===== src/rtl/seg7_mux_driver_pkg.sv =====
// Shared types and constants for the multiplexed 7-segment driver.
// Segment vectors are ordered a..g with seg[0] = a, active-low.
package seg7_pkg;

  typedef logic [0:6] seg_t;

  localparam seg_t SEG_OFF = 7'b1111111;

  // Active-low hex glyphs, indexed by nibble value.
  localparam seg_t HEX_TABLE [16] = '{
    7'b0000001, 7'b1001111, 7'b0010010, 7'b0000110,
    7'b1001100, 7'b0100100, 7'b0100000, 7'b0001111,
    7'b0000000, 7'b0001100, 7'b0001000, 7'b1100000,
    7'b0110001, 7'b1000010, 7'b0110000, 7'b0111000
  };

  // Bits needed to hold 0..n-1, never less than 1.
  function automatic int unsigned clog2(input int unsigned n);
    int unsigned r;
    r = 1;
    for (int unsigned i = 1; i < 32; i++) begin
      if ((32'd1 << i) < n) r = i + 1;
    end
    return r;
  endfunction

endpackage


===== src/rtl/seg7_mux_driver_if.sv =====
// Display bus between the register-display path (master) and the
// 7-segment driver (slave): load strobe with its payload, plus the pins.
interface seg7_mux_driver_if #(
  parameter int unsigned NUM_DIGITS = 4
);
  import seg7_pkg::*;

  logic [4*NUM_DIGITS-1:0] value;
  logic [NUM_DIGITS-1:0]   dp_in;
  logic [NUM_DIGITS-1:0]   digit_en;
  logic                    load;
  seg_t                    seg;
  logic                    dp;
  logic [NUM_DIGITS-1:0]   an;
  logic                    frame_tick;

  modport master (
    output value, dp_in, digit_en, load,
    input  seg, dp, an, frame_tick
  );

  modport slave (
    input  value, dp_in, digit_en, load,
    output seg, dp, an, frame_tick
  );

endinterface


===== src/rtl/seg7_mux_driver_hex_decode.sv =====
// Combinational nibble to active-low segment pattern lookup.
module seg7_hex_decode
  import seg7_pkg::*;
(
  input  logic [3:0] nibble_i,
  output seg_t       seg_o
);

  // Table lookup of the glyph for the selected nibble.
  always_comb begin
    seg_o = HEX_TABLE[nibble_i];
  end

endmodule


===== src/rtl/seg7_mux_driver.sv =====
// Time-multiplexed common-anode 7-segment driver with per-slot ghost
// blanking and frame-aligned double buffering of the displayed value.
// Optional build macro: SEG7_LEADING_ZERO_BLANK_EN suppresses leading
// zero digits (digit 0 always shown) when a new value is committed.
module seg7_mux_driver
  import seg7_pkg::*;
#(
  parameter int unsigned NUM_DIGITS   = 4,
  parameter int unsigned SLOT_CYCLES  = 50000,
  parameter int unsigned BLANK_CYCLES = 500
) (
  input  logic             clk,
  input  logic             rst_n,
  seg7_mux_driver_if.slave bus
);

  localparam int unsigned      CNT_W     = clog2(SLOT_CYCLES);
  localparam int unsigned      IDX_W     = clog2(NUM_DIGITS);
  localparam logic [CNT_W-1:0] CNT_LAST  = CNT_W'(SLOT_CYCLES - 1);
  localparam logic [CNT_W-1:0] BLANK_END = CNT_W'(BLANK_CYCLES);
  localparam logic [IDX_W-1:0] IDX_LAST  = IDX_W'(NUM_DIGITS - 1);

  logic [CNT_W-1:0]        cnt_q, cnt_d;
  logic [IDX_W-1:0]        idx_q, idx_d;
  logic                    wrapped_q;
  logic                    slot_end, frame_end;

  logic [4*NUM_DIGITS-1:0] pend_val_q, pend_val_d;
  logic [NUM_DIGITS-1:0]   pend_dp_q, pend_dp_d;
  logic [NUM_DIGITS-1:0]   pend_en_q, pend_en_d;
  logic [4*NUM_DIGITS-1:0] act_val_q, act_val_d;
  logic [NUM_DIGITS-1:0]   act_dp_q, act_dp_d;
  logic [NUM_DIGITS-1:0]   act_en_q, act_en_d;

  logic [3:0]              nibble;
  seg_t                    nibble_seg;

  seg_t                    seg_q, seg_d;
  logic                    dp_q, dp_d;
  logic [NUM_DIGITS-1:0]   an_q, an_d;
  logic                    tick_q;

  // Slot counter and digit index sequencing.
  always_comb begin
    slot_end  = (cnt_q == CNT_LAST);
    frame_end = slot_end && (idx_q == IDX_LAST);
    cnt_d     = slot_end ? '0 : cnt_q + 1'b1;
    idx_d     = idx_q;
    if (slot_end) idx_d = (idx_q == IDX_LAST) ? '0 : idx_q + 1'b1;
  end

  // Pending capture on load; commit to active at the frame wrap.
  // The commit reads the already-updated pending value, which gives the
  // same-cycle bypass for a load landing exactly on the wrap.
  always_comb begin
    pend_val_d = pend_val_q;
    pend_dp_d  = pend_dp_q;
    pend_en_d  = pend_en_q;
    if (bus.load) begin
      pend_val_d = bus.value;
      pend_dp_d  = bus.dp_in;
      pend_en_d  = bus.digit_en;
    end
    act_val_d = act_val_q;
    act_dp_d  = act_dp_q;
    act_en_d  = act_en_q;
    if (frame_end) begin
      act_val_d = pend_val_d;
      act_dp_d  = pend_dp_d;
      act_en_d  = pend_en_d;
`ifdef SEG7_LEADING_ZERO_BLANK_EN
      for (int unsigned k = 1; k < NUM_DIGITS; k++) begin
        if ((pend_val_d >> (4*k)) == '0) act_en_d[k] = 1'b0;
      end
`endif
    end
  end

  // Scan position and display buffers.
  always_ff @(posedge clk or negedge rst_n) begin
    if (!rst_n) begin
      cnt_q      <= '0;
      idx_q      <= '0;
      wrapped_q  <= 1'b0;
      pend_val_q <= '0;
      pend_dp_q  <= '0;
      pend_en_q  <= '0;
      act_val_q  <= '0;
      act_dp_q   <= '0;
      act_en_q   <= '0;
    end else begin
      cnt_q      <= cnt_d;
      idx_q      <= idx_d;
      wrapped_q  <= frame_end;
      pend_val_q <= pend_val_d;
      pend_dp_q  <= pend_dp_d;
      pend_en_q  <= pend_en_d;
      act_val_q  <= act_val_d;
      act_dp_q   <= act_dp_d;
      act_en_q   <= act_en_d;
    end
  end

  // Select the active nibble of the digit being scanned.
  always_comb begin
    nibble = act_val_q[4*idx_q +: 4];
  end

  seg7_hex_decode u_dec (
    .nibble_i (nibble),
    .seg_o    (nibble_seg)
  );

  // Pin values for the current scan position: dark gap, then the digit.
  always_comb begin
    an_d  = '1;
    seg_d = SEG_OFF;
    dp_d  = 1'b1;
    if (cnt_q >= BLANK_END) begin
      an_d[idx_q] = 1'b0;
      if (act_en_q[idx_q]) begin
        seg_d = nibble_seg;
        dp_d  = ~act_dp_q[idx_q];
      end
    end
  end

  // Output registers; frame_tick follows the wrap by one cycle so it
  // lines up with the first digit-0 pin values.
  always_ff @(posedge clk or negedge rst_n) begin
    if (!rst_n) begin
      seg_q  <= SEG_OFF;
      dp_q   <= 1'b1;
      an_q   <= '1;
      tick_q <= 1'b0;
    end else begin
      seg_q  <= seg_d;
      dp_q   <= dp_d;
      an_q   <= an_d;
      tick_q <= wrapped_q;
    end
  end

  // Drive the bus pins from the registers.
  always_comb begin
    bus.seg        = seg_q;
    bus.dp         = dp_q;
    bus.an         = an_q;
    bus.frame_tick = tick_q;
  end

endmodule


===== src/flat_wrapper.sv =====
// flat-port wrapper written by rule: the top's interface ports become plain ports
module seg7_mux_driver_flat import seg7_pkg::*;
#(
  parameter int unsigned NUM_DIGITS   = 4,
  parameter int unsigned SLOT_CYCLES  = 50000,
  parameter int unsigned BLANK_CYCLES = 500
)
  (clk, rst_n, bus_value, bus_dp_in, bus_digit_en, bus_load, bus_seg, bus_dp, bus_an, bus_frame_tick);
  seg7_mux_driver_if #(.NUM_DIGITS(NUM_DIGITS)) bus_i ();
  input  logic clk;
  input  logic rst_n;
  input wire logic [$bits(bus_i.value)-1:0] bus_value;
  input wire logic [$bits(bus_i.dp_in)-1:0] bus_dp_in;
  input wire logic [$bits(bus_i.digit_en)-1:0] bus_digit_en;
  input wire logic [$bits(bus_i.load)-1:0] bus_load;
  output wire logic [$bits(bus_i.seg)-1:0] bus_seg;
  output wire logic [$bits(bus_i.dp)-1:0] bus_dp;
  output wire logic [$bits(bus_i.an)-1:0] bus_an;
  output wire logic [$bits(bus_i.frame_tick)-1:0] bus_frame_tick;
  assign bus_i.value = bus_value;
  assign bus_i.dp_in = bus_dp_in;
  assign bus_i.digit_en = bus_digit_en;
  assign bus_i.load = bus_load;
  assign bus_seg = bus_i.seg;
  assign bus_dp = bus_i.dp;
  assign bus_an = bus_i.an;
  assign bus_frame_tick = bus_i.frame_tick;
  seg7_mux_driver #(.NUM_DIGITS(NUM_DIGITS), .SLOT_CYCLES(SLOT_CYCLES), .BLANK_CYCLES(BLANK_CYCLES)) u_core (.clk(clk), .rst_n(rst_n), .bus(bus_i));
endmodule

===== config.mk =====
export PLATFORM = sky130hd
export DESIGN_NAME = seg7_mux_driver_flat
export DESIGN_NICKNAME = d
export VERILOG_FILES = /design/src/rtl/seg7_mux_driver_pkg.sv /design/src/rtl/seg7_mux_driver_if.sv /design/src/rtl/seg7_mux_driver_hex_decode.sv /design/src/rtl/seg7_mux_driver.sv /design/src/flat_wrapper.sv
export SDC_FILE = /design/constraint.sdc
export NUM_CORES = 1
export LEC_CHECK = 0
export CAP_MARGIN = 20
export CELL_PAD_IN_SITES_DETAIL_PLACEMENT = 0
export CELL_PAD_IN_SITES_GLOBAL_PLACEMENT = 1
export CORE_UTILIZATION = 46
export CTS_CLUSTER_SIZE = 30
export DETAILED_ROUTE_END_ITERATION = 10
export GPL_ROUTABILITY_DRIVEN = 0
export PLACE_DENSITY_LB_ADDON = 0.1
export SYNTH_ARGS = -nofsm -noshare
export SYNTH_HDL_FRONTEND = slang
export SYNTH_SLANG_ARGS = --single-unit

===== constraint.sdc =====
create_clock -name clk -period 2.95 [get_ports clk]
set_input_delay 0.295 -clock clk [delete_from_list [all_inputs] [get_ports clk]]
set_output_delay 0.295 -clock clk [all_outputs]
set_load 0.005 [all_outputs]

# ---- Word level (Yosys, flattened, before mapping)
# Memories as Yosys holds them, arrays and structs flattened.
# Cells that the tools add are included.
dict set report word_totals {
  regBits 80
  output_inout_bits 13
  mem_bits_ro 112
  memories 1
  inputBits 27
  elab_cells 46
}
# memory depth word_bits read_ports rd_clocked_by_memory_dff write_ports line_no
set memory_table {}
lappend memory_table {{(name not given)} 16 7 1 0 0 seg7_mux_driver_hex_decode.sv:11} ;# seg_o = HEX_TABLE[nibble_i];
dict set report op_classes {
  bitwise 3
  eq_ne 2
  mux 18
  shifts 1
  n_addsub 2
  reduce_logical 2
  order_cmp 4
}
# operator count
set op_table {}
lappend op_table {{$mux W16} 2}
lappend op_table {{$mux W7} 4}
lappend op_table {{$add A16 B1 Y16 const B} 1}
lappend op_table {{$eq A16 B16 Y1 const B} 1}
lappend op_table {{$ge A16 B9 Y1 const B} 1}
lappend op_table {{$shiftx A16 B5 Y4} 1}
lappend op_table {{$mux W4} 3}
lappend op_table {{$ge A5 B5 Y1 const B} 1}
lappend op_table {{$mux W1} 5}
lappend op_table {{$not A4 Y5} 1}
lappend op_table {{$bmux W1 S2} 2}
lappend op_table {{$not A4 Y4} 1}
lappend op_table {{$lt A2 B3 Y1 const B} 1}
lappend op_table {{$add A2 B1 Y2 const B} 1}
lappend op_table {{$demux W1 S2} 1}
lappend op_table {{$eq A2 B2 Y1 const B} 1}
lappend op_table {{$ge A2 B1 Y1 const B} 1}
lappend op_table {{$logic_and A1 B1 Y1} 2}
lappend op_table {{$mux W2} 1}
lappend op_table {{$not A1 Y1} 1}

# ---- Longest topological paths before layout
# Gate-level depths: netlist (run 1).
dict set report logic_depth {
  depth_word 7
  ltp_mapped 8
  ltp_nobuf 7
}

# ---- Hierarchy
# From an unflattened synthesis (run 1), not the netlist that was laid out.
dict set report hier_totals {
  hier_cells 264
  hier_area_um2 3668.5
}
# module area_per_inst_um2 instances seq_area_each_um2 cells_each
set by_module_without_submodules {}
lappend by_module_without_submodules {seg7_mux_driver 3400.8 1 2016.9 229}
lappend by_module_without_submodules {seg7_hex_decode 267.8 1 0.0 35}

# ---- Worst setup path after synthesis (run 1)
# No wires, ideal clock.
dict set report synth_timing {
  kind {reg2reg}
  startpoint {register u_core.idx_q[0]}
  endpoint {register u_core.seg_q[3] (netlist: u_core.bus.seg[3])}
  slack_ns 0.900
  period_less_slack_ns 2.050
  setup_time_ns 0.091
  t_arrival_ns 1.960
  stages_incl_launch_ff 9
  t_required_ns 2.859
  n_path_buf 1
  cell_sequence {dfrtp_1 > buf_2 > mux4_2 > inv_1 > ha_1 > inv_1 > and2_1 > a211oi_1 > o31ai_1}
}
dict set report synth_via {
  elab_chain_cells 7
  word_cells_on_any_way 9
  cone_classes {shift (1); mux (6); bitwise (1); memory (1)}
}
# element line_no
set synth_lines {}
lappend synth_lines {{from (decl)} seg7_mux_driver.sv:24} ;# logic [IDX_W-1:0] idx_q, idx_d;
lappend synth_lines {{from (signal assigned)} seg7_mux_driver.sv:93} ;# idx_q <= idx_d;
lappend synth_lines {{$shiftx A16 B5 Y4} seg7_mux_driver.sv:106} ;# nibble = act_val_q[4*idx_q +: 4];
lappend synth_lines {{$not A4 Y5 (not written as such)} seg7_mux_driver_hex_decode.sv:11}
lappend synth_lines {{$mem_v2 Z16 W7} -}
lappend synth_lines {{$mux W7 (not written as such) (2 in a row)} seg7_mux_driver_hex_decode.sv:11}
lappend synth_lines {{$mux W7 (*)} seg7_mux_driver.sv:121} ;# if (act_en_q[idx_q]) begin
lappend synth_lines {{$mux W7 (*)} seg7_mux_driver.sv:119} ;# if (cnt_q >= BLANK_END) begin
lappend synth_lines {{named net u_core.seg_d[3]} seg7_mux_driver.sv:38} ;# seg_t seg_q, seg_d;
lappend synth_lines {{to (signal assigned)} seg7_mux_driver.sv:137} ;# seg_q <= seg_d;
lappend synth_lines {{to (decl)} seg7_mux_driver.sv:38}
# The timed path passes the listed nets; every way through them passes the cells marked *. The select of a mux whose other input is x is not followed.
# A chain may end at the register's enable or synchronous reset.

# ---- Worst setup path after layout (run 1)
dict set report layout_timing {
  startpoint {register u_core.cnt_q[0]}
  endpoint {register u_core.act_en_q[2]}
}
dict set report layout_via {
  elab_chain_cells 2
}
# element line_no
set layout_lines {}
lappend layout_lines {{from (decl)} seg7_mux_driver.sv:23} ;# logic [CNT_W-1:0] cnt_q, cnt_d;
lappend layout_lines {{from (signal assigned)} seg7_mux_driver.sv:92} ;# cnt_q <= cnt_d;
lappend layout_lines {{$eq A16 B16 Y1} seg7_mux_driver.sv:45} ;# slot_end = (cnt_q == CNT_LAST);
lappend layout_lines {{$logic_and A1 B1 Y1} seg7_mux_driver.sv:46} ;# frame_end = slot_end && (idx_q == IDX_LAST);
lappend layout_lines {{to (signal assigned)} seg7_mux_driver.sv:100} ;# act_en_q <= act_en_d;
lappend layout_lines {{to (decl)} seg7_mux_driver.sv:33} ;# logic [NUM_DIGITS-1:0] act_en_q, act_en_d;
# No other way between the ends.

==> results of run 1 <==
==> worst register-to-register path: stages, from the launching register on <==
cell and delay (ps):
dfrtp_1 410, ha_1 250, nand3_1 220, nor4_4 410, nand2_2 510, mux2_4 480
==> cells in the final DEF, fill, tap and decap left out, types with 5 or more instances in the layout <==
cell	synthesis	routed
mux2_2	29	29
mux4_2	6	6
ha_1	12	12
nand3_1	6	6
clkbuf_8	0	9
clkdlybuf4s50_1	0	38
xor2_1	10	10
dfstp_2	12	12
inv_1	10	10
nand2_1	14	14
dfrtp_1	68	68
a21oi_1	5	5
nor2_1	10	10
mux2_4	20	20
==> layer usage <==
layer	share of wire, %	vias up
met5	0	-
met4	1.5	0
met3	2.2	7
met2	45	36
met1	51	1031
li1	-	993
==> power breakdown <==
group | switching [mW] | total [mW] | internal (mW) | leakage [nW]
clock | 0.393 | 0.784 | 0.390 | 0.0952
combinational | 0.0719 | 0.171 | 0.0994 | 0.837
sequential | 0.0181 | 1.16 | 1.15 | 0.981
total | 0.483 | 2.12 | 1.64 | 1.91
==> metrics by stage <==
stage	instances	hold slack (ps)	setup WS (ps)	area, sq um
6_report	404	295	554	4310
5_1_grt	404	280	376	4310
4_1_cts	402	139	525	4270
3_5_place_dp	386	336	540	4070
3_3_place_gp	386	338	611	4070
2_1_floorplan	258	-0.591	900	3610
==> how the worst max path moves through the flow <==
stage / from / slack (ps) / end
after floorplan: u_core.idx_q[0] / 900 / u_core.bus.seg[3]
after global placement: u_core.cnt_q[11] / 610 / u_core.act_val_q[8]
after detailed placement: u_core.cnt_q[0] / 540 / u_core.act_val_q[4]
after CTS: u_core.cnt_q[0] / 530 / u_core.act_en_q[3]
after global routing: u_core.cnt_q[0] / 380 / u_core.act_en_q[2]
final: u_core.cnt_q[0] / 550 / u_core.act_en_q[2]
==> registers in the layout, indices dropped and copies added, names as in the netlist <==
signal,count
u_core.pend_en_q,4
u_core.act_dp_q,4
u_core.bus.an,4
u_core.bus.frame_tick,1
u_core.wrapped_q,1
u_core.act_en_q,4
u_core.idx_q,2
u_core.act_val_q,16
u_core.cnt_q,16
u_core.pend_val_q,16
u_core.pend_dp_q,4
u_core.bus.dp,1
u_core.bus.seg,7
==> logic make-up (layout without fill, tap and decap cells) <==
logic type,count (synthesis),count (layout),share of synthesized area [%]
DFF,80,80,55.9
muxes,57,57,21.7
and+or+nand+nor,55,55,8.70
buffers and inverters,22,69,2.81
AOI/OAI and AO/OA,20,20,3.92
adders and majority gates,12,12,4.16
xor gates and xnor gates,12,12,2.91
==> area by class of cell <==
class                   instances  share of cell area, %
multi-input cells             156                   34.6
clock buffers                   9                   2.88
repair buffers                 43                   10.2
clock inverters                 7                   1.68
well taps                      99                   2.88
flip-flops and latches         80                   46.8
inverters                      10                  0.871
==> metrics, run 1 <==
global route overflow=0; Die Wd=90.6 um; Post-Syn Instances=~260; crit path DAT=between 2000 and 3000 ps; first-pass GRT wire length=10.3 mm; syn avg cell area=14.0 sq um; CP max-delay cell=nand2_2; share of the yosys chip area belonging to registers=55.9%; 1st-iter DRT viols=44; Critical R2R Launch=u_core.cnt_q[0]; DRC Markers=0; post-CTS sizing=0; diodes inserted=0; Register-to-Register Setup Slack=550 ps; Cell Area, Synth=~3600 sq um; Slowest Stage Delay on Critical Path=510 ps; CTS root buf=clkbuf_8; initial antenna violation count=0; minimum clock period=between 2000 and 2500 ps; Clock Skew=10.6 ps; top cells by count, synth=68 x dfrtp_1, 29 x mux2_2, 20 x mux2_4; Core Area=~7400 sq um; # clock sinks=80; Layout area overhead=19.3%; Largest delay share family, worst path=simple AND/OR/NAND/NOR gates; vias per cell=a little over 5; CP Data Required Time=3170 ps; setup_tns=0 ps; final antenna-violating net count=0; Num CTS Buffers=9; worst vdd ir=just over 300 uV; status=complete, no violations; setup violators final=0; Total Wirelength=about 6 mm; vias in the first global route=2064; DR vias=2067; dominant synthesized flop cell=dfrtp_1; CP Buf/Inv Count=0; final worst path period share=roughly four fifths; GRT Util Overall=around 16%; Worst Setup End Kind=flip-flop; GR Util met1=22.8%; worst-case clock buffer depth=2; layer with the highest usage=met2; Post-CTS Setup Bufs=0; IO buf count=39; unrepaired setup endpoints after global routing=no; clk slew on worst S/H paths=80 ps; Die Area=about 8200 sq um; share of layout cells above drive strength 1=30.2%; CP Max Fanout=24; post-synth top area share=47.1%; Ys Warns=0; Yosys top cell by area=dfrtp_1; CP startpoint kind=flip-flop; top cells by area, synth=dfrtp_1 47%, mux2_2 9.0%, dfstp_2 8.7%; hpwl dp=4.06 mm; fraction of registers with async set/reset=100%; R2R depth=5; count leader, synth=dfrtp_1; CTS tree=built; die height=about 91 um; multi-input logic area=1490 sq um; Clk Latency, worst-skew pair=340 ps; Worst-Margin Slew=around 780 ps; Final Util=between 50% and 60%; post-DR wirelength/cell=15.2 um; hold buffers post-CTS=0; Post-synth EDFFs=0; Mapped Nets=297; Crit Path Class=flip-flop to flip-flop; Static Leak=1.91 nW; Slew headroom=47.9%; GR Layer Usage met2=24.8%; Synth Register Bits=80; Design Power=between 2 and 2.5 mW; drt first pass iters=4; Critical Path, Cell by Cell=ha_1 > nand3_1 > nor4_4 > nand2_2 > mux2_4; Nets=around 340; Power Density=492 nW/um^2; GR Util met3=approximately 2.8%; Worst R2R End=u_core.act_en_q[2]; Levels on crit path=5; Slew Viols, Final=0; register area=2020 sq um; number of H-tree branching levels=3; I/O Pins=40; fill count=slightly above 600; Max Cap Viol=0; largest net degree at the start of global routing=between 80 and 90; count of final hold-check violations=0; starting density of the core=48.7%; distinct cell type count of the synthesized netlist=42; FMAX=417 MHz; FP Rows=31; worst min path class=input pin to async pin
Note: power is estimated with default switching activity, not from simulation.
==> run 2: changes to the inputs <==
--- a/config.mk
+++ b/config.mk
@@ -8,7 +8,7 @@
 export CAP_MARGIN = 20
 export CELL_PAD_IN_SITES_DETAIL_PLACEMENT = 0
 export CELL_PAD_IN_SITES_GLOBAL_PLACEMENT = 1
-export CORE_UTILIZATION = 46
+export CORE_UTILIZATION = 42
 export CTS_CLUSTER_SIZE = 30
 export DETAILED_ROUTE_END_ITERATION = 10
 export GPL_ROUTABILITY_DRIVEN = 0
==> constraint.sdc (replaced) <==
create_clock -name clk -period 2 [get_ports clk]
set_input_delay 0.2 -clock clk [delete_from_list [all_inputs] [get_ports clk]]
set_output_delay 0.2 -clock clk [all_outputs]
set_load 0.005 [all_outputs]
==> metrics, run 2 (synthesized netlist as in run 1, its figures left out) <==
Total Wirelength=6.32 mm (was 6.13 mm); biggest regs=u_core.act_val_q: 16 flops, u_core.cnt_q: 16 flops, u_core.pend_val_q: 16 flops (unchanged); multi-input logic area=1490 sq um (unchanged); most frequent cells in the layout=67 x dfrtp_1, 38 x clkdlybuf4s50_1, 29 x mux2_2, 20 x mux2_4, 20 x buf_4 (was 68 x dfrtp_1, 38 x clkdlybuf4s50_1, 29 x mux2_2, 20 x mux2_4, 14 x nand2_1); net load switching power=730 uW (was 483 uW); drt first pass iters=4 (unchanged); CP Data Required Time=2250 ps (was 3170 ps); status=complete, no violations (unchanged); setup_tns=0 ps (unchanged); vias per cell=4.98 (was 5.12); setup violators final=0 (unchanged); Static Leak=2.02 nW (was 1.91 nW); Final Instance Area=4490 sq um (was 4310 sq um); most common cell after layout, fill and taps aside=dfrtp_1 (unchanged); unrepaired setup endpoints after global routing=no (unchanged); vias in the first global route=2219 (was 2064); Largest delay share family, worst path=multiplexers (was simple AND/OR/NAND/NOR gates); worst vdd ir=393 uV (was 309 uV); CP max-delay cell=mux4_2 (was nand2_2); initial antenna violation count=0 (unchanged); Slew Viols, Final=0 (unchanged); worst min path class=input pin to async pin (unchanged); worst setup margin=109 ps (was 554 ps); final antenna-violating net count=0 (unchanged); Worst Setup End Kind=flip-flop (unchanged); I/O Pins=40 (unchanged); number of H-tree branching levels=3 (unchanged); Crit Path Class=flip-flop to flip-flop (unchanged); register area=2020 sq um (about the same); final cell count without fillers=429 (was 404); first-pass GRT wire length=11.1 mm (was 10.3 mm); Num CTS Buffers=9 (unchanged); crit path DAT=2140 ps (was 2610 ps); CTS root buf=clkbuf_8 (unchanged); Switching Share=22.9% (was 22.8%); count of final hold-check violations=0 (unchanged); post-DR wirelength/cell=14.7 um (was 15.2 um); Die Area=8970 sq um (was 8210 sq um); global route overflow=0 (unchanged); minimum clock period=1890 ps (was 2400 ps); GRT Util Overall=16.4% (was 16.3%); starting density of the core=43.7% (was 48.7%); Nets=358 (was 339); Clock Skew=7.11 ps (was 10.6 ps); share of layout cells above drive strength 1=35.5% (was 30.2%); P_int=2.46 mW (was 1.64 mW); hpwl dp=4.47 mm (was 4.06 mm); CTS tree=built (unchanged); sequential share of power=53.8% (was 54.9%); CP startpoint kind=flip-flop (unchanged); diodes inserted=0 (unchanged); Clk network pwr share=38.0% (was 37.0%); largest net degree at the start of global routing=61 (was 81); DP Area=4260 sq um (was 4070 sq um); Clk Latency, worst-skew pair=340 ps (about the same); Placed Cells=411 (was 386); die height=94.7 um (was 90.6 um); final worst path period share=94.6% (was 81.2%); DRC Markers=0 (unchanged); Worst-Margin Slew=367 ps (was 779 ps); FMAX=529 MHz (was 417 MHz); Register-to-Register Setup Slack=110 ps (was 550 ps); CP Buf/Inv Count=1 (was 0); Logic pwr share=8.1% (about the same); Layout area overhead=24.2% (was 19.3%); IO buf count=39 (unchanged); Critical Path, Cell by Cell=mux4_2 > buf_4 > ha_1 > nor2b_1 > a21oi_1 > o221ai_1 (was ha_1 > nand3_1 > nor4_4 > nand2_2 > mux2_4); # clock sinks=80 (unchanged); Slowest Stage Delay on Critical Path=550 ps (was 510 ps); FP Rows=33 (was 31); Core Area=8260 sq um (was 7410 sq um); Die Wd=94.7 um (was 90.6 um); CP Max Fanout=4 (was 24); 1st-iter DRT viols=61 (was 44); fill count=727 (was 608); worst-case clock buffer depth=2 (unchanged); Placement Setup Slack=52.3 ps (was 540 ps); clk slew on worst S/H paths=90 ps (was 80 ps); Slew headroom=75.3% (was 47.9%); Max Cap Viol=0 (unchanged); DR vias=2136 (was 2067); Power Density=710 nW/um^2 (was 492 nW/um^2)
==> run 2: changes by cell type in the layout (fill, tap and decap cells not counted), sizes merged <==
cell | previous run | this run
buf | 4 | 23
clkbuf | 9 | 10
clkinv | 4 | 2
inv | 10 | 11
==> run 2: timing repair <==
action | in CTS | in global routing
hold endpoints to repair | 20 | 0
hold buffers | 1 | 0
gates resized for setup | 0 | 4
setup endpoints to repair | 0 | 4
setup buffers | 0 | 1
==> run 2: layout make-up <==
type	count	share of cell area [%]
inverters	10	0.837
clock inverters	6	1.51
multi-input cells	156	33.3
flip-flops and latches	80	45.0
repair buffers	62	13.4
clock buffers	10	3.07
well taps	105	2.93
==> run 2: final timing paths <==
kind / from / end / cells past startpoint
min reg2reg: u_core.wrapped_q / u_core.bus.frame_tick / 0
min: rst_n / u_core.cnt_q[5] / 2
max in group asynchronous: rst_n / u_core.bus.an[1] / 3
max: u_core.idx_q[0] / u_core.bus.seg[1] / 6
max reg2reg: u_core.idx_q[0] / u_core.bus.seg[1] / 6
min in group clk: u_core.wrapped_q / u_core.bus.frame_tick / 0
==> run 2: worst reg2reg max path, cell delays in order, from the launching register on <==
cell	delay, ps
dfrtp_2	410
mux4_2	550
buf_4	170
ha_1	230
nor2b_1	150
a21oi_1	140
o221ai_1	130
==> run 2: metrics by stage <==
| step | hold slack, ps | util, % | power, mW |
|---|---|---|---|
| 6_report | 267 | 54.3 | 3.19 |
| 5_1_grt | 296 | 54.3 | 3.33 |
| 4_1_cts | 266 | 54.2 | 3.24 |
| 3_5_place_dp | 102 | 51.6 | 2.01 |
| 3_3_place_gp | 98.3 | 51.6 | 2.00 |
| 2_1_floorplan | -95.6 | - | 1.88 |
==> run 2: power by group through the flow <==
stage | clock [mW] | sequential (mW) | combinational [mW]
detailed placement | 0 | 1.75 | 0.261
finish | 1.21 | 1.72 | 0.258
CTS | 1.26 | 1.72 | 0.264
global placement | 0 | 1.75 | 0.259
floorplan | 0 | 1.74 | 0.143
global route | 1.32 | 1.72 | 0.289
==> run 2: routing by layer <==
metal / vias up / track usage, % / wire length, um
met4: 0 / 7.58 / 116
met3: 10 / 2.82 / 168
met5: - / 0 / 0
met2: 32 / 24.0 / 2820
met1: 1058 / 23.8 / 3220
li1: 1036 / - / -
==> run 3: changes to the inputs <==
--- a/config.mk
+++ b/config.mk
@@ -13,6 +13,9 @@
 export DETAILED_ROUTE_END_ITERATION = 10
 export GPL_ROUTABILITY_DRIVEN = 0
 export PLACE_DENSITY_LB_ADDON = 0.1
+export SETUP_SLACK_MARGIN = 0.4
 export SYNTH_ARGS = -nofsm -noshare
 export SYNTH_HDL_FRONTEND = slang
+export SYNTH_HIERARCHICAL = 1
 export SYNTH_SLANG_ARGS = --single-unit
+export TNS_END_PERCENT = 100
==> metrics, run 3 <==
status=complete, no violations (unchanged); DRC Markers=0 (unchanged); Static Leak=2.24 nW (was 2.02 nW); Crit Path Class=flip-flop to flip-flop (unchanged); GRT Util Overall=17.5% (was 16.4%); crit path DAT=2280 ps (was 2140 ps); post-synthesis mux area share=21.8% (was 21.7%); FMAX=502 MHz (was 529 MHz); Register-to-Register Setup Slack=8 ps (was 110 ps); Total Wirelength=7.07 mm (was 6.32 mm); most frequent cells in the layout=67 x dfrtp_1, 29 x mux2_2, 28 x buf_4, 27 x clkdlybuf4s50_1, 20 x mux2_4 (was 67 x dfrtp_1, 38 x clkdlybuf4s50_1, 29 x mux2_2, 20 x mux2_4, 20 x buf_4); die height=95.5 um (was 94.7 um); Mapped Nets=303 (was 297); Synth Register Bits=80 (unchanged); Power Density=669 nW/um^2 (was 710 nW/um^2); Synth Area in Compound Gates=3.38% (was 3.92%); Clock Skew=5.42 ps (was 7.11 ps); worst min path class=input pin to async pin (unchanged); diodes inserted=0 (unchanged); dominant synthesized flop cell=dfrtp_1 (unchanged); starting density of the core=44.0% (was 43.7%); distinct cell type count of the synthesized netlist=43 (was 42); DR vias=2327 (was 2136); Post-Synth XOR/XNOR Area=2.39% (was 2.91%); initial antenna violation count=0 (unchanged); # clock sinks=80 (unchanged); clk slew on worst S/H paths=90 ps (about the same); vias in the first global route=2338 (was 2219); biggest regs=u_core/act_val_q: 16 flops, u_core/cnt_q: 16 flops, u_core/pend_val_q: 16 flops (was u_core.act_val_q: 16 flops, u_core.cnt_q: 16 flops, u_core.pend_val_q: 16 flops); Die Area=9110 sq um (was 8970 sq um); CTS tree=built (unchanged); largest family of logic cells by synthesized area=multiplexers (unchanged); post-DR wirelength/cell=15.4 um (was 14.7 um); Ys Warns=6 (was 0); CTS root buf=clkbuf_8 (unchanged); share of layout cells above drive strength 1=48.7% (was 35.5%); Slew Viols, Final=0 (unchanged); final worst path period share=99.6% (was 94.6%); final antenna-violating net count=0 (unchanged); number of H-tree branching levels=3 (unchanged); Max Cap Viol=0 (unchanged); CP Max Fanout=3 (was 4); Yosys top cell by area=dfrtp_1 (unchanged); count of final hold-check violations=0 (unchanged); Post-Syn Instances=264 (was 258); CP startpoint kind=flip-flop (unchanged); top cells by area, synth=dfrtp_1 46%, mux2_2 9.2%, dfstp_2 8.6% (was dfrtp_1 47%, mux2_2 9.0%, dfstp_2 8.7%); first-pass GRT wire length=11.7 mm (was 11.1 mm); Core Area=8340 sq um (was 8260 sq um); Design Power=3.39 mW (was 3.19 mW); top cells by count, synth=68 x dfrtp_1, 30 x mux2_2, 19 x mux2_4 (was 68 x dfrtp_1, 29 x mux2_2, 20 x mux2_4); CP Data Required Time=2290 ps (was 2250 ps); syn avg cell area=13.9 sq um (was 14.0 sq um); I/O Pins=40 (unchanged); simple-gate share of the synthesized area=10.1% (was 8.70%); Final Util=60.8% (was 54.3%); Die Wd=95.5 um (was 94.7 um); setup violators final=0 (unchanged); Slew headroom=72.6% (was 75.3%); vias per cell=5.06 (was 4.98); post-synth top area share=46.4% (was 47.1%); Post-synth EDFFs=0 (unchanged); IO buf count=39 (unchanged); fill count=670 (was 727); worst vdd ir=403 uV (was 393 uV); global route overflow=0 (unchanged); Worst Setup End Kind=flip-flop (unchanged); worst-case clock buffer depth=2 (unchanged); largest net degree at the start of global routing=52 (was 61); most common cell after layout, fill and taps aside=dfrtp_1 (unchanged); Worst-Margin Slew=411 ps (was 367 ps); count leader, synth=dfrtp_1 (unchanged); Cell Area, Synth=3670 sq um (was 3610 sq um); fraction of registers with async set/reset=100% (unchanged); Clk Latency, worst-skew pair=360 ps (was 340 ps); 1st-iter DRT viols=93 (was 61); FP Rows=33 (unchanged); Layout area overhead=38.2% (was 24.2%); drt first pass iters=4 (unchanged); unrepaired setup endpoints after global routing=yes (was no); Nets=389 (was 358); hpwl dp=4.58 mm (was 4.47 mm); share of the yosys chip area belonging to registers=55.0% (was 55.9%); Num CTS Buffers=9 (unchanged); minimum clock period=1990 ps (was 1890 ps); Adder-Cell Fraction of Synth Area=4.09% (was 4.16%)
## run 3: cell count changes after synthesis, moves of 3 or more
cell,before,now
xor2_1,10,3
nand2b_1,1,7
nor3_1,1,4
and2_1,4,0
o21ai_0,2,6
o221ai_1,4,0
buf_2,3,0
nand2_1,14,11
nand4_1,3,6
xnor2_1,2,7
## run 3: cells by family (layout without fill, tap and decap cells)
group | count (synthesis) | after routing
multiplexers | 59 | 59
flip-flops | 80 | 80
AND/OR/NAND/NOR | 63 | 63
XOR/XNOR | 10 | 10
buffers and inverters | 21 | 112
adder cells (fa/ha/maj) | 12 | 12
AO/OA/AOI/OAI | 19 | 19
## run 3: cell type report
type | instances | area [sq um] | share of cell area [%]
Clock buffer | 9 | 124 | 2.44
Inverter | 10 | 42.5 | 0.839
Timing Repair Buffer | 86 | 872 | 17.2
Sequential cell | 80 | 2020 | 39.8
Clock inverter | 7 | 103 | 2.02
Multi-Input combinational cell | 163 | 1780 | 35.1
Tap cell | 105 | 131 | 2.59
## run 3: repair_timing
action,CTS,global route
pin swaps,10,9
endpoints found under the hold margin,25,0
gates cloned,1,0
hold buffers,1,0
endpoints found under the setup margin,45,55
setup buffers,14,5
resized for setup,24,38
## run 3: final timing paths
path | from | endpoint | depth (start not counted)
max | u_core/cnt_q[11] | u_core/idx_q[0] | 4
min | rst_n | u_core/pend_en_q[1] | 2
max reg2reg | u_core/cnt_q[11] | u_core/idx_q[0] | 4
min reg2reg | u_core/wrapped_q | u_core/bus.frame_tick | 0
max in group asynchronous | rst_n | u_core/bus.seg[2] | 3
min in group clk | u_core/wrapped_q | u_core/bus.frame_tick | 0
## run 3: power by group
| group | switching, mW | internal, mW |
|---|---|---|
| Sequential | 0.0239 | 1.69 |
| Clock | 0.639 | 0.720 |
| Combinational | 0.130 | 0.189 |
## run 3: through the flow
stage	hold WS (ps)	std cells	cell area [sq um]	setup slack (ps)	setup TNS, ps
global route	342	460	5070	-29.4	-356
detailed placement	164	423	4450	17.3	0
global placement	158	423	4450	8.16	0
floorplan	-95.6	264	3790	5.58	0
CTS	314	455	4890	37.3	0
finish	306	460	5070	8.31	0
## run 3: layer usage
| layer | part of all wire, % | up-vias | GRT usage, % |
|---|---|---|---|
| met5 | 0 | - | 0 |
| met4 | 2.0 | 0 | 8.96 |
| met3 | 4.3 | 11 | 3.27 |
| met2 | 46 | 56 | 26.5 |
| met1 | 48 | 1157 | 24.0 |
| li1 | - | 1103 | - |
## run 3: critical path, cell delays in order, from the launching register on
cell,delay [ps]
dfrtp_1,390
or4_4,570
or4_4,570
or3_4,340
o21ai_2,60
